--- src/rtl/serial_cascade_compare_if.sv ---
// Request/result bundle for the serial cascade comparator.
// The master drives the operands and start; the slave returns busy/done and the one-hot result.
interface serial_cascade_compare_if #(
  parameter int WIDTH = 16
);
  logic             iStart;
  logic [WIDTH-1:0] iData_a;
  logic [WIDTH-1:0] iData_b;
  logic [2:0]       iData;
  logic             oBusy;
  logic             oDone;
  logic             oErr;
  logic [2:0]       oData;

  modport master (
    output iStart, iData_a, iData_b, iData,
    input  oBusy, oDone, oErr, oData
  );

  modport slave (
    input  iStart, iData_a, iData_b, iData,
    output oBusy, oDone, oErr, oData
  );
endinterface

--- src/rtl/serial_cascade_compare.sv ---
// Wide unsigned magnitude compare, one 4-bit cascade slice per clock, LSB slice first.
// Latency NIBBLES cycles from accepted start to oDone; iStart is ignored while busy (no queuing).
module serial_cascade_compare #(
  parameter int WIDTH   = 16,
  parameter int NIBBLES = WIDTH / 4
) (
  input  logic                       iClk,
  input  logic                       iRst_n,
  serial_cascade_compare_if.slave    bus
);

  localparam int CW = (NIBBLES > 1) ? $clog2(NIBBLES) : 1;
  localparam logic [CW-1:0] LAST = CW'(NIBBLES - 1);

  typedef enum logic {IDLE, RUN} state_t;

  state_t           state_q;
  logic [CW-1:0]    cnt_q;
  logic [WIDTH-1:0] a_q;
  logic [WIDTH-1:0] b_q;
  logic [2:0]       run_q;
  logic [2:0]       run_d;
  logic             err_q;
  logic             busy_q;
  logic             done_q;
  logic             oerr_q;
  logic [2:0]       data_q;
  logic             cin_ok;

  // Operands shift right each slice, so the active slice always sits in the low nibble.
  always_comb begin
    run_d = run_q;
    if (a_q[3:0] > b_q[3:0]) begin
      run_d = 3'b100;
    end else if (a_q[3:0] < b_q[3:0]) begin
      run_d = 3'b010;
    end
  end

  always_comb begin
    cin_ok = 1'b0;
    case (bus.iData)
      3'b100, 3'b010, 3'b001: cin_ok = 1'b1;
      default:                cin_ok = 1'b0;
    endcase
  end

  always_ff @(posedge iClk or negedge iRst_n) begin
    if (!iRst_n) begin
      state_q <= IDLE;
      cnt_q   <= '0;
      a_q     <= '0;
      b_q     <= '0;
      run_q   <= 3'b000;
      err_q   <= 1'b0;
      busy_q  <= 1'b0;
      done_q  <= 1'b0;
      oerr_q  <= 1'b0;
      data_q  <= 3'b000;
    end else begin
      done_q <= 1'b0;
      case (state_q)
        IDLE: begin
          if (bus.iStart) begin
            a_q     <= bus.iData_a;
            b_q     <= bus.iData_b;
            run_q   <= cin_ok ? bus.iData : 3'b001;
            err_q   <= ~cin_ok;
            cnt_q   <= '0;
            busy_q  <= 1'b1;
            state_q <= RUN;
          end
        end
        RUN: begin
          a_q   <= a_q >> 4;
          b_q   <= b_q >> 4;
          run_q <= run_d;
          cnt_q <= cnt_q + 1'b1;
          if (cnt_q == LAST) begin
            data_q  <= run_d;
            oerr_q  <= err_q;
            done_q  <= 1'b1;
            busy_q  <= 1'b0;
            state_q <= IDLE;
          end
        end
        default: state_q <= IDLE;
      endcase
    end
  end

  assign bus.oBusy = busy_q;
  assign bus.oDone = done_q;
  assign bus.oErr  = oerr_q;
  assign bus.oData = data_q;

endmodule
--- src/flat_wrapper.sv ---
// flat-port wrapper written by rule: the top's interface ports become plain ports
module serial_cascade_compare_flat 
#(
  parameter int WIDTH   = 16,
  parameter int NIBBLES = WIDTH / 4
)
  (iClk, iRst_n, bus_iStart, bus_iData_a, bus_iData_b, bus_iData, bus_oBusy, bus_oDone, bus_oErr, bus_oData);
  serial_cascade_compare_if #(.WIDTH(WIDTH)) bus_i ();
  input  logic iClk;
  input  logic iRst_n;
  input wire logic [$bits(bus_i.iStart)-1:0] bus_iStart;
  input wire logic [$bits(bus_i.iData_a)-1:0] bus_iData_a;
  input wire logic [$bits(bus_i.iData_b)-1:0] bus_iData_b;
  input wire logic [$bits(bus_i.iData)-1:0] bus_iData;
  output wire logic [$bits(bus_i.oBusy)-1:0] bus_oBusy;
  output wire logic [$bits(bus_i.oDone)-1:0] bus_oDone;
  output wire logic [$bits(bus_i.oErr)-1:0] bus_oErr;
  output wire logic [$bits(bus_i.oData)-1:0] bus_oData;
  assign bus_i.iStart = bus_iStart;
  assign bus_i.iData_a = bus_iData_a;
  assign bus_i.iData_b = bus_iData_b;
  assign bus_i.iData = bus_iData;
  assign bus_oBusy = bus_i.oBusy;
  assign bus_oDone = bus_i.oDone;
  assign bus_oErr = bus_i.oErr;
  assign bus_oData = bus_i.oData;
  serial_cascade_compare #(.WIDTH(WIDTH), .NIBBLES(NIBBLES)) u_core (.iClk(iClk), .iRst_n(iRst_n), .bus(bus_i));
endmodule
--- config.mk ---
export PLATFORM = sky130hd
export DESIGN_NAME = serial_cascade_compare_flat
export DESIGN_NICKNAME = d
export VERILOG_FILES = /design/src/rtl/serial_cascade_compare_if.sv /design/src/rtl/serial_cascade_compare.sv /design/src/flat_wrapper.sv
export SDC_FILE = /design/constraint.sdc
export NUM_CORES = 1
export LEC_CHECK = 0
export CAP_MARGIN = 20
export CORE_MARGIN = 2
export CORE_UTILIZATION = 50
export DETAILED_ROUTE_END_ITERATION = 7
export PLACE_DENSITY = 0.87
export RECOVER_POWER = 25
export SYNTH_ARGS = -nofsm -noshare
export SYNTH_HDL_FRONTEND = slang
export SYNTH_SLANG_ARGS = --single-unit
--- constraint.sdc ---
create_clock -name iClk -period 1.7 [get_ports iClk]
set_input_delay 0.34 -clock iClk [delete_from_list [all_inputs] [get_ports iClk]]
set_output_delay 0.34 -clock iClk [all_outputs]
set_load 0.1 [all_outputs]
==> implementation parameters, run 1 <==
Parameter                              Value

Run status
  Result of the run    complete, no violations

Timing
  Unrepaired setup endpoints after global routing    false
  Largest clock skew in the final design    5.289 ps
  Count of pins over their slew limit    0
  Worst relative slew slack    74.28%
  Fmax    726.1 MHz
  Slew of the pin with the lowest slew margin    385.8 ps
  Setup TNS    0 ps
  Final critical delay including setup and external delays    1377 ps
  Crit share post-route    81.02%
  Finish-stage setup viols    0
  Hold violation count in the final report    0

Synthesis
  Number of nets produced by synthesis    244
  Yosys Warn Count    0
  Count of cell types in the netlist    28
  Synthesized area per cell    10.54 µm²
  Post-Synthesis Cell Area    2120 µm²
  Proportion of synthesized chip area in sequential cells    53.13%
  Number of standard cells after synthesis    201
  Register bit total from synthesis    45

Final layout
  Layout Cell Area excl Fill    2729 µm²
  Most frequent standard cell in the layout excluding fill and tap cells    sky130_fd_sc_hd__dfrtp_1
  Final core occ    67.73%
  Number of filler instances in the final layout    308
  Area used by multi-input combinational logic    882.1 µm²
  Synthesis-to-finish area growth    28.75%
  Ant diodes    0
  Most frequent cells in the layout    sky130_fd_sc_hd__dfrtp_1 (44), sky130_fd_sc_hd__clkdlybuf4s50_1 (35), sky130_fd_sc_hd__mux2i_1 (34)
  Fraction of layout instances using a drive strength above 1    9.756%
  Sequential cell area    1127 µm²
  Final #Nets    288

Global route
  Total global routing track utilization    18.47%
  Largest net degree at the start of global routing    42
  Initial antenna violation count    0
  First-pass GRT wire length    7038 µm
  Most Crowded Layer GR    met2
  Routing usage on met2    29.49%
  Met1 track utilization from global routing    23.65%
  Vias in the first global route    1551
  Global-route track usage on met3    4.971%
  GRT Residual Overflow    0

Routing
  Drc violations    0
  Router iterations before antenna repair    4
  Vias per cell    5.125
  Via count    1517
  Count of nets left with antenna violations after detail routing    0
  Final routed wirelength across all metal layers    3958 µm
  Number of DRC markers in iteration 0    122
  Post-detailed-route wirelength per cell    13.37 µm

Min path
  Destination of the worst hold path    u_core.b_q[9]
  Number of stages on the worst hold path    2
  Type of the worst min-delay path    flop to flop
  Hold Crit Start    u_core.b_q[13]

Pwr
  Leakage power total    1.269 nW
  VDD IR-drop max    0.8838 mV
  Pwr dens    1601 nW/µm²

Clock tree
  Clk Latency, worst-skew pair    290 ps
  Clock tree root buffer cell    sky130_fd_sc_hd__clkbuf_8
  Clock-pin slew on the worst setup and hold paths    70 ps
  H-Tree Depth    2
  Clock sink count    45
  Postcts setup bufs    0
  TritonCTS clock tree    built
  Number of buffers added by the clock tree synthesis step    5
  Buffer depth of the longest clock path    2

Die
  Top-level port count    44
  Placeable core region    4029 µm²
  Die X    69.11 µm
  Standard-cell row count    23
  Effective utilization at floorplan    52.61%
  Die Area    4776 µm²
  DIE HEIGHT    69.11 µm

Placement
  Routability Congestion    0.7794
  Half-perimeter wire length after placement    2883 µm
  IO Port Bufs    43
  Post-DP Area    2629 µm²

Critical path
  Max FO, Critical Path    4
  Crit path largest cell delay    350 ps
  CP Data Arrival Time    1540 ps
  Crit path launch type    flop
  Path type of the worst setup path    flop to flop
  Worst-case reg-to-reg path depth    5
  Critical-path cell with the highest stage delay    sky130_fd_sc_hd__dfrtp_1
  Type of element capturing the critical path    flop
  WP data required    1870 ps
  Series of cell instances along the critical path    inv_1, ha_1, a21oi_1, o21a_1, o21ai_0
  Reg2reg setup slack    320 ps
  Cell family with most CP delay    compound AO/OA/AOI/OAI gates
  Reg-to-reg critical path startpoint    u_core.b_q[3]
  R2r endpoint    u_core.bus.oData[0]
  Bufs and invs on worst path    1

Job
  Max-cap viol count    0
routing by layer:
metal | share of wire (%) | up-vias
li1 | - | 772
met1 | 45 | 703
met2 | 48 | 34
met3 | 4.7 | 8
met4 | 2.1 | 0
met5 | 0 | -
metrics by stage:
stage | worst slack, ps | instances | hold slack [ps] | power [W]
6_report | 322.7 | 296 | 485.3 | 0.004370
3_5_place_dp | 184.2 | 287 | 284.3 | 0.003745
3_3_place_gp | 244.5 | 287 | 279.1 | 0.003656
4_1_cts | 311.2 | 296 | 492.1 | 0.004418
5_1_grt | 242.4 | 296 | 509.6 | 0.004691
2_1_floorplan | 444.1 | 201 | 44.41 | 0.003075
sequential cells by signal, summed over array words and instances (netlist names):
name              cells
u_core.b_q           16
u_core.cnt_q          2
u_core.a_q           16
u_core.run_q          3
u_core.bus.oErr       1
u_core.err_q          1
u_core.bus.oDone      1
u_core.state_q        1
u_core.bus.oBusy      1
u_core.bus.oData      3
worst min-delay path, stage by stage (launching register included):
cell and delay [ps]:
sky130_fd_sc_hd__dfrtp_1 350, sky130_fd_sc_hd__nand2_1 50, sky130_fd_sc_hd__o21ai_0 60
cells in the mapped netlist, drive strengths merged:
cell    count  area share, %
o31ai       1           0.35
and4        1           0.41
o22ai       2           0.59
nor3b       1           0.35
o21ai      31            7.5
nand4       1           0.30
a21oi       4           0.94
nand3       2           0.47
o21a        1           0.35
nand2b      4            1.2
a31oi       2           0.59
or2         1           0.30
nand2      30            5.3
a22o        1           0.41
clkbuf      2           0.35
a211o       1           0.41
mux2        1           0.53
buf        10            3.7
mux2i      34             16
nor2       14            2.6
ha          5            3.0
inv         7            1.2
dfrtp      45             53
where the power goes:
part           switching, W  internal (W)
Sequential         0.000253       0.00147
Clock              0.000329      0.000331
Combinational       0.00119      0.000798
Total               0.00177       0.00260
how the worst max path moves through the flow:
stage                                from                   to  slack, ps  cells past startpoint
final                       u_core.b_q[3]  u_core.bus.oData[0]        320                      5
after floorplan           u_core.bus.oErr      u_core.bus.oErr        440                      1
after CTS                   u_core.b_q[3]  u_core.bus.oData[0]        310                      5
after global placement       bus_iData[1]      u_core.run_q[0]        240                      5
after global routing        u_core.b_q[3]  u_core.bus.oData[0]        240                      5
after detailed placement     bus_iData[2]      u_core.run_q[0]        180                      5
cell families (layout without fill, tap and decap cells):
| kind of cell | after synthesis | after routing | share of synthesized area, % |
|---|---|---|---|
| mux | 35 | 35 | 16.59 |
| simple gates | 54 | 54 | 10.92 |
| buf+inv | 19 | 64 | 5.254 |
| compound gates | 43 | 43 | 11.16 |
| flops | 45 | 45 | 53.13 |
| fa+ha+maj | 5 | 5 | 2.952 |
area by class of cell:
| cell class | count | share of cell area, % |
|---|---|---|
| timing repair buffer | 49 | 19.81 |
| multi-input combinational | 137 | 32.32 |
| tap | 50 | 2.293 |
| inverter | 7 | 0.9629 |
| clock buffer | 8 | 3.301 |
| sequential | 45 | 41.31 |
repair_timing:
action	in CTS	in global routing
endpoints found under the hold margin	16	0
gates resized for setup	0	0
hold buffers	1	0
Note: power is estimated with default switching activity, not from simulation.
==> run 2: changes to the inputs <==
clock period = 1.3 ns   (was 1.7 ns; I/O delays follow)
==> run 2 against run 1 <==
Against the previous run:
- the flow now finishes with violations (negative setup slack)
- global-route usage increased by 0.17 points
- critical path depth is the same
- power increased by 45%
- core utilization grew 2.7 points
- clock power up 27%
- final area up 4.0%
- die area unchanged
- cell count increased by 1.4%
==> implementation parameters, run 2 (synthesized netlist as in run 1, its figures left out) <==
Parameter                              Value

Run status
  Result of the run    finished with violations (was complete, no violations)
  Violated checks    negative setup slack

Final layout
  Final core occ    70.47% (was 67.73%)
  Most frequent cells in the layout    sky130_fd_sc_hd__dfrtp_1 (44), sky130_fd_sc_hd__clkdlybuf4s50_1 (35), sky130_fd_sc_hd__mux2i_1 (34) (unchanged)
  Fraction of layout instances using a drive strength above 1    16.00% (was 9.756%)
  Most frequent standard cell in the layout excluding fill and tap cells    sky130_fd_sc_hd__dfrtp_1 (unchanged)
  Synthesis-to-finish area growth    33.94% (was 28.75%)
  Number of filler instances in the final layout    299 (was 308)
  Sequential cell area    1127 µm² (unchanged)
  Area used by multi-input combinational logic    944.7 µm² (was 882.1 µm²)
  Ant diodes    0 (unchanged)
  Registers with the most flip-flops    u_core.a_q: 16 flops, u_core.b_q: 16 flops (unchanged)
  Final #Nets    292 (was 288)

Routing
  Router iterations before antenna repair    4 (unchanged)
  Via count    1614 (was 1517)
  Count of nets left with antenna violations after detail routing    0 (unchanged)
  Post-detailed-route wirelength per cell    15.38 µm (was 13.37 µm)
  Vias per cell    5.380 (was 5.125)
  Number of DRC markers in iteration 0    205 (was 122)
  Final routed wirelength across all metal layers    4615 µm (was 3958 µm)
  Drc violations    0 (unchanged)

Global route
  Largest net degree at the start of global routing    53 (was 42)
  First-pass GRT wire length    7107 µm (was 7038 µm)
  Vias in the first global route    1516 (was 1551)
  Total global routing track utilization    18.64% (was 18.47%)
  Initial antenna violation count    0 (unchanged)
  GRT Residual Overflow    0 (unchanged)

Die
  Standard-cell row count    23 (unchanged)
  Effective utilization at floorplan    52.61% (unchanged)
  Die Area    4776 µm² (unchanged)
  Die X    69.11 µm (unchanged)
  Placeable core region    4029 µm² (unchanged)
  Top-level port count    44 (unchanged)
  DIE HEIGHT    69.11 µm (unchanged)

Clock tree
  Clk Latency, worst-skew pair    300 ps (was 290 ps)
  TritonCTS clock tree    built (unchanged)
  H-Tree Depth    2 (unchanged)
  Clock tree root buffer cell    sky130_fd_sc_hd__clkbuf_8 (unchanged)
  Number of buffers added by the clock tree synthesis step    5 (unchanged)
  Clock-pin slew on the worst setup and hold paths    80 ps (was 70 ps)
  Clock sink count    45 (unchanged)
  Buffer depth of the longest clock path    2 (unchanged)

Pwr
  Clock power share    13.2% (was 15.1%)
  VDD IR-drop max    1.124 mV (was 0.8838 mV)
  Switching power total    0.002672 W (was 0.001771 W)
  Leakage power total    1.303 nW (was 1.269 nW)
  Pwr dens    2239 nW/µm² (was 1601 nW/µm²)
  Comb pwr share    50.1% (was 45.5%)
  Pint    0.003684 W (was 0.002599 W)
  Relative contribution of sequential cells to total power    36.7% (was 39.4%)
  Switching Fraction    42.04% (was 40.53%)

Timing
  Unrepaired setup endpoints after global routing    true (was false)
  Slew of the pin with the lowest slew margin    612.9 ps (was 385.8 ps)
  Fmax    697.1 MHz (was 726.1 MHz)
  Setup TNS    -223.4 ps (was 0 ps)
  Crit share post-route    110.3% (was 81.02%)
  Count of pins over their slew limit    0 (unchanged)
  Largest clock skew in the final design    7.177 ps (was 5.289 ps)
  Finish-stage setup viols    6 (was 0)
  Final critical delay including setup and external delays    1434 ps (was 1377 ps)
  Hold violation count in the final report    0 (unchanged)
  Hold Slack    486.4 ps (was 485.3 ps)
  Worst relative slew slack    59.14% (was 74.28%)
  Worst-case setup margin in the final layout    -134.4 ps (was 322.7 ps)

Critical path
  Type of element capturing the critical path    flop (unchanged)
  Crit path launch type    flop (unchanged)
  CP Data Arrival Time    1610 ps (was 1540 ps)
  Path type of the worst setup path    flop to flop (unchanged)
  WP data required    1480 ps (was 1870 ps)
  Max FO, Critical Path    2 (was 4)

Placement
  Half-perimeter wire length after placement    2880 µm (was 2883 µm)
  Routability Congestion    0.7565 (was 0.7794)
  IO Port Bufs    43 (unchanged)

Job
  Max-cap viol count    0 (unchanged)

Min path
  Type of the worst min-delay path    flop to flop (unchanged)
run 2: changes by cell type in the layout (fill, tap and decap cells not counted), sizes merged:
cell,change
buf,+3
clkinv,+2
clkbuf,-1
run 2: area by class of cell:
cell class	count	area share (%)
Inverter	7	0.9255
Sequential cell	45	39.71
Timing Repair Buffer	53	20.98
Tap cell	50	2.204
Clock inverter	2	0.3526
Multi-Input combinational cell	137	33.27
Clock buffer	6	2.556
run 2: worst max-delay path: stages, from the launching register on:
cell	delay, ps
sky130_fd_sc_hd__dfrtp_1	400
sky130_fd_sc_hd__inv_1	80
sky130_fd_sc_hd__ha_1	310
sky130_fd_sc_hd__nand4_1	150
sky130_fd_sc_hd__o21ai_0	270
sky130_fd_sc_hd__o22ai_1	100
run 2: power groups by stage:
stage                     clock network, W  registers [W]  logic [W]
final                             0.000837        0.00233    0.00319
after global placement                   0        0.00228    0.00257
after detailed placement                 0        0.00231    0.00266
after global routing              0.000917        0.00239    0.00340
after CTS                         0.000849        0.00231    0.00283
after floorplan                          0        0.00272    0.00130
run 2: metrics by stage:
step	cell area (µm²)	setup WS, ps	cells	total power [W]
2_1_floorplan	2120	44.05	201	0.004021
3_3_place_gp	2674	-73.78	288	0.004844
3_5_place_dp	2674	-117.8	288	0.004972
4_1_cts	2799	4.662	297	0.005987
5_1_grt	2839	-186.8	300	0.006707
6_report	2839	-134.4	300	0.006357
run 2: routing by layer:
layer	vias up	global-route usage, %	routed length [µm]
met1	765	25.70	1946
met4	0	6.972	99
met5	-	0	0
met2	52	28.21	2305
li1	788	-	-
met3	9	5.117	264
run 2: repair_timing:
item                       4_1_cts  5_1_grt
hold buffers                     1        0
gates resized for setup          9        6
hold endpoints to repair        45        0
buffers inserted                 0        3
pin swaps                        2        4
setup endpoints to repair        6        7
run 2: final timing paths:
kind / start / endpoint / slack (ps) / cells after the start
setup reg to reg: u_core.a_q[0] / u_core.run_q[2] / -130 / 5
hold reg to reg: u_core.b_q[8] / u_core.b_q[4] / 490 / 2
max in group asynchronous: iRst_n / u_core.state_q / 200 / 3
hold / removal: u_core.b_q[8] / u_core.b_q[4] / 490 / 2
setup / recovery: u_core.a_q[0] / u_core.run_q[2] / -130 / 5
min in group asynchronous: iRst_n / u_core.run_q[1] / 650 / 3
==> run 3: changes to the inputs <==
CORE_MARGIN = unset   (was 2)
TNS_END_PERCENT = 1   (was unset)
==> run 3 against run 2 <==
Against the previous run:
- the flow now finishes without violations
- critical endpoint unchanged
- power fell by 2.7%
- critical path depth fell by 1
- worst hold slack got worse by 1.5 ps
- clock-buffer cell count rose by 2
- final area fell by 0.48%
- wire length fell by 11%
- sequential share of layout area rose by 0.19 points
- highest routed layer unchanged
- worst setup slack improved by 170 ps
- register-to-register slack improved by 170 ps
==> implementation parameters, run 3 (synthesized netlist as in run 1, its figures left out) <==
Parameter                              Value

Clock tree
  Number of buffers added by the clock tree synthesis step    5 (unchanged)
  Clock-pin slew on the worst setup and hold paths    70 ps (was 80 ps)
  Clock sink count    45 (unchanged)
  Clock tree root buffer cell    sky130_fd_sc_hd__clkbuf_8 (unchanged)
  TritonCTS clock tree    built (unchanged)
  H-Tree Depth    2 (unchanged)
  Clk Latency, worst-skew pair    290 ps (was 300 ps)
  Buffer depth of the longest clock path    2 (unchanged)

Final layout
  Ant diodes    0 (unchanged)
  Final core occ    70.12% (was 70.47%)
  Final #Nets    292 (unchanged)
  Layout Cell Area excl Fill    2825 µm² (was 2839 µm²)
  Most frequent standard cell in the layout excluding fill and tap cells    sky130_fd_sc_hd__dfrtp_1 (unchanged)
  Most frequent cells in the layout    sky130_fd_sc_hd__dfrtp_1 (44), sky130_fd_sc_hd__clkdlybuf4s50_1 (35), sky130_fd_sc_hd__mux2i_1 (34) (unchanged)
  Synthesis-to-finish area growth    33.29% (was 33.94%)
  Number of filler instances in the final layout    293 (was 299)
  Fraction of layout instances using a drive strength above 1    16.00% (unchanged)
  Registers with the most flip-flops    u_core.a_q: 16 flops, u_core.b_q: 16 flops (unchanged)

Pwr
  Power consumption    0.006185 W (was 0.006357 W)
  Pwr dens    2189 nW/µm² (was 2239 nW/µm²)
  Switching Fraction    40.91% (was 42.04%)
  Leakage power total    1.293 nW (was 1.303 nW)
  Comb pwr share    49.2% (was 50.1%)
  VDD IR-drop max    1.005 mV (was 1.124 mV)
  Pint    0.003655 W (was 0.003684 W)
  Relative contribution of sequential cells to total power    37.8% (was 36.7%)
  Switching power total    0.002530 W (was 0.002672 W)
  Clock power share    13.0% (was 13.2%)

Timing
  Hold violation count in the final report    0 (unchanged)
  Hold Slack    484.9 ps (was 486.4 ps)
  Count of pins over their slew limit    0 (unchanged)
  Slew of the pin with the lowest slew margin    590.1 ps (was 612.9 ps)
  Finish-stage setup viols    0 (was 6)
  Fmax    792.5 MHz (was 697.1 MHz)
  Final critical delay including setup and external delays    1262 ps (was 1434 ps)
  Largest clock skew in the final design    1.358 ps (was 7.177 ps)
  Crit share post-route    97.07% (was 110.3%)
  Worst relative slew slack    60.66% (was 59.14%)
  Unrepaired setup endpoints after global routing    true (unchanged)

Placement
  Post-DP Area    2664 µm² (was 2674 µm²)
  IO Port Bufs    43 (unchanged)
  Half-perimeter wire length after placement    2884 µm (was 2880 µm)
  Routability Congestion    0.7773 (was 0.7565)

Global route
  First-pass GRT wire length    6603 µm (was 7107 µm)
  GRT Residual Overflow    0 (unchanged)
  Total global routing track utilization    20.34% (was 18.64%)
  Largest net degree at the start of global routing    33 (was 53)
  Initial antenna violation count    0 (unchanged)
  Vias in the first global route    1544 (was 1516)

Die
  Effective utilization at floorplan    52.61% (unchanged)
  Placeable core region    4029 µm² (unchanged)
  Top-level port count    44 (unchanged)
  DIE HEIGHT    67.11 µm (was 69.11 µm)
  Die X    67.11 µm (was 69.11 µm)
  Standard-cell row count    23 (unchanged)
  Die Area    4504 µm² (was 4776 µm²)

Routing
  Final routed wirelength across all metal layers    4103 µm (was 4615 µm)
  Count of nets left with antenna violations after detail routing    0 (unchanged)
  Post-detailed-route wirelength per cell    13.68 µm (was 15.38 µm)
  Router iterations before antenna repair    4 (unchanged)
  Vias per cell    5.183 (was 5.380)
  Via count    1555 (was 1614)
  Drc violations    0 (unchanged)
  Number of DRC markers in iteration 0    129 (was 205)

Min path
  Type of the worst min-delay path    flop to flop (unchanged)
  Number of stages on the worst hold path    2 (unchanged)

Critical path
  Crit path launch type    flop (unchanged)
  Max FO, Critical Path    4 (was 2)
  Path type of the worst setup path    flop to flop (unchanged)
  Worst-case reg-to-reg path depth    4 (was 5)
  Reg2reg setup slack    40 ps (was -130 ps)
  Type of element capturing the critical path    flop (unchanged)
  CP Data Arrival Time    1440 ps (was 1610 ps)
  WP data required    1470 ps (was 1480 ps)

Run status
  Result of the run    complete, no violations (was finished with violations)

Job
  Max-cap viol count    0 (unchanged)
-- run 3: cell count changes in the layout (fill, tap and decap cells not counted), sizes merged --
cell | before | now
clkbuf | 7 | 10
buf | 16 | 15
clkinv | 2 | 0
-- run 3: worst paths after layout --
| check | startpoint | end |
|---|---|---|
| setup / recovery | u_core.a_q[3] | u_core.run_q[2] |
| hold / removal | u_core.a_q[5] | u_core.a_q[1] |
| setup reg to reg | u_core.a_q[3] | u_core.run_q[2] |
| hold reg to reg | u_core.a_q[5] | u_core.a_q[1] |
| max in group asynchronous | iRst_n | u_core.b_q[3] |
| min in group asynchronous | iRst_n | u_core.run_q[0] |
-- run 3: power by group through the flow --
stage,clock (W),combinational (W),sequential (W)
after global placement,0,0.00255,0.00227
final,0.000802,0.00304,0.00234
after global routing,0.000881,0.00329,0.00241
after detailed placement,0,0.00263,0.00231
after CTS,0.000829,0.00287,0.00231
after floorplan,0,0.00130,0.00272
-- run 3: final cells by class --
| type | count | area, µm² | share of cell area, % |
|---|---|---|---|
| flip-flops and latches | 45 | 1127 | 39.90 |
| multi-input cells | 137 | 950.9 | 33.66 |
| repair buffers | 53 | 578.1 | 20.46 |
| clock buffers | 8 | 80.08 | 2.834 |
| well taps | 50 | 62.56 | 2.214 |
| inverters | 7 | 26.28 | 0.9300 |
-- run 3: worst max-delay path, cell delays in order, from the launching register on --
cell,delay (ps)
sky130_fd_sc_hd__dfrtp_1,420
sky130_fd_sc_hd__ha_4,280
sky130_fd_sc_hd__a21oi_4,160
sky130_fd_sc_hd__o21a_2,200
sky130_fd_sc_hd__o22ai_1,80
-- run 3: per-layer routing --
metal / wire length, µm / global-route usage (%)
met1: 1856 / 24.03
met2: 2002 / 34.25
met3: 149 / 3.938
met4: 94 / 11.70
met5: 0 / 0
-- run 3: timing repair --
action | in CTS | in global routing
endpoints found under the setup margin | 6 | 7
setup buffers | 0 | 1
gates resized for setup | 9 | 10
endpoints found under the hold margin | 45 | 0
pin swaps | 1 | 5
hold buffers | 1 | 0
-- run 3: per-stage QoR --
step / std cells / TNS (ps) / setup slack [ps]
after global placement: 290 / -107.3 / -75.39
after floorplan: 201 / 0 / 44.05
after CTS: 299 / 0 / 16.75
final: 300 / 0 / 38.12
after detailed placement: 290 / -298.5 / -93.52
after global routing: 300 / -78.76 / -20.04
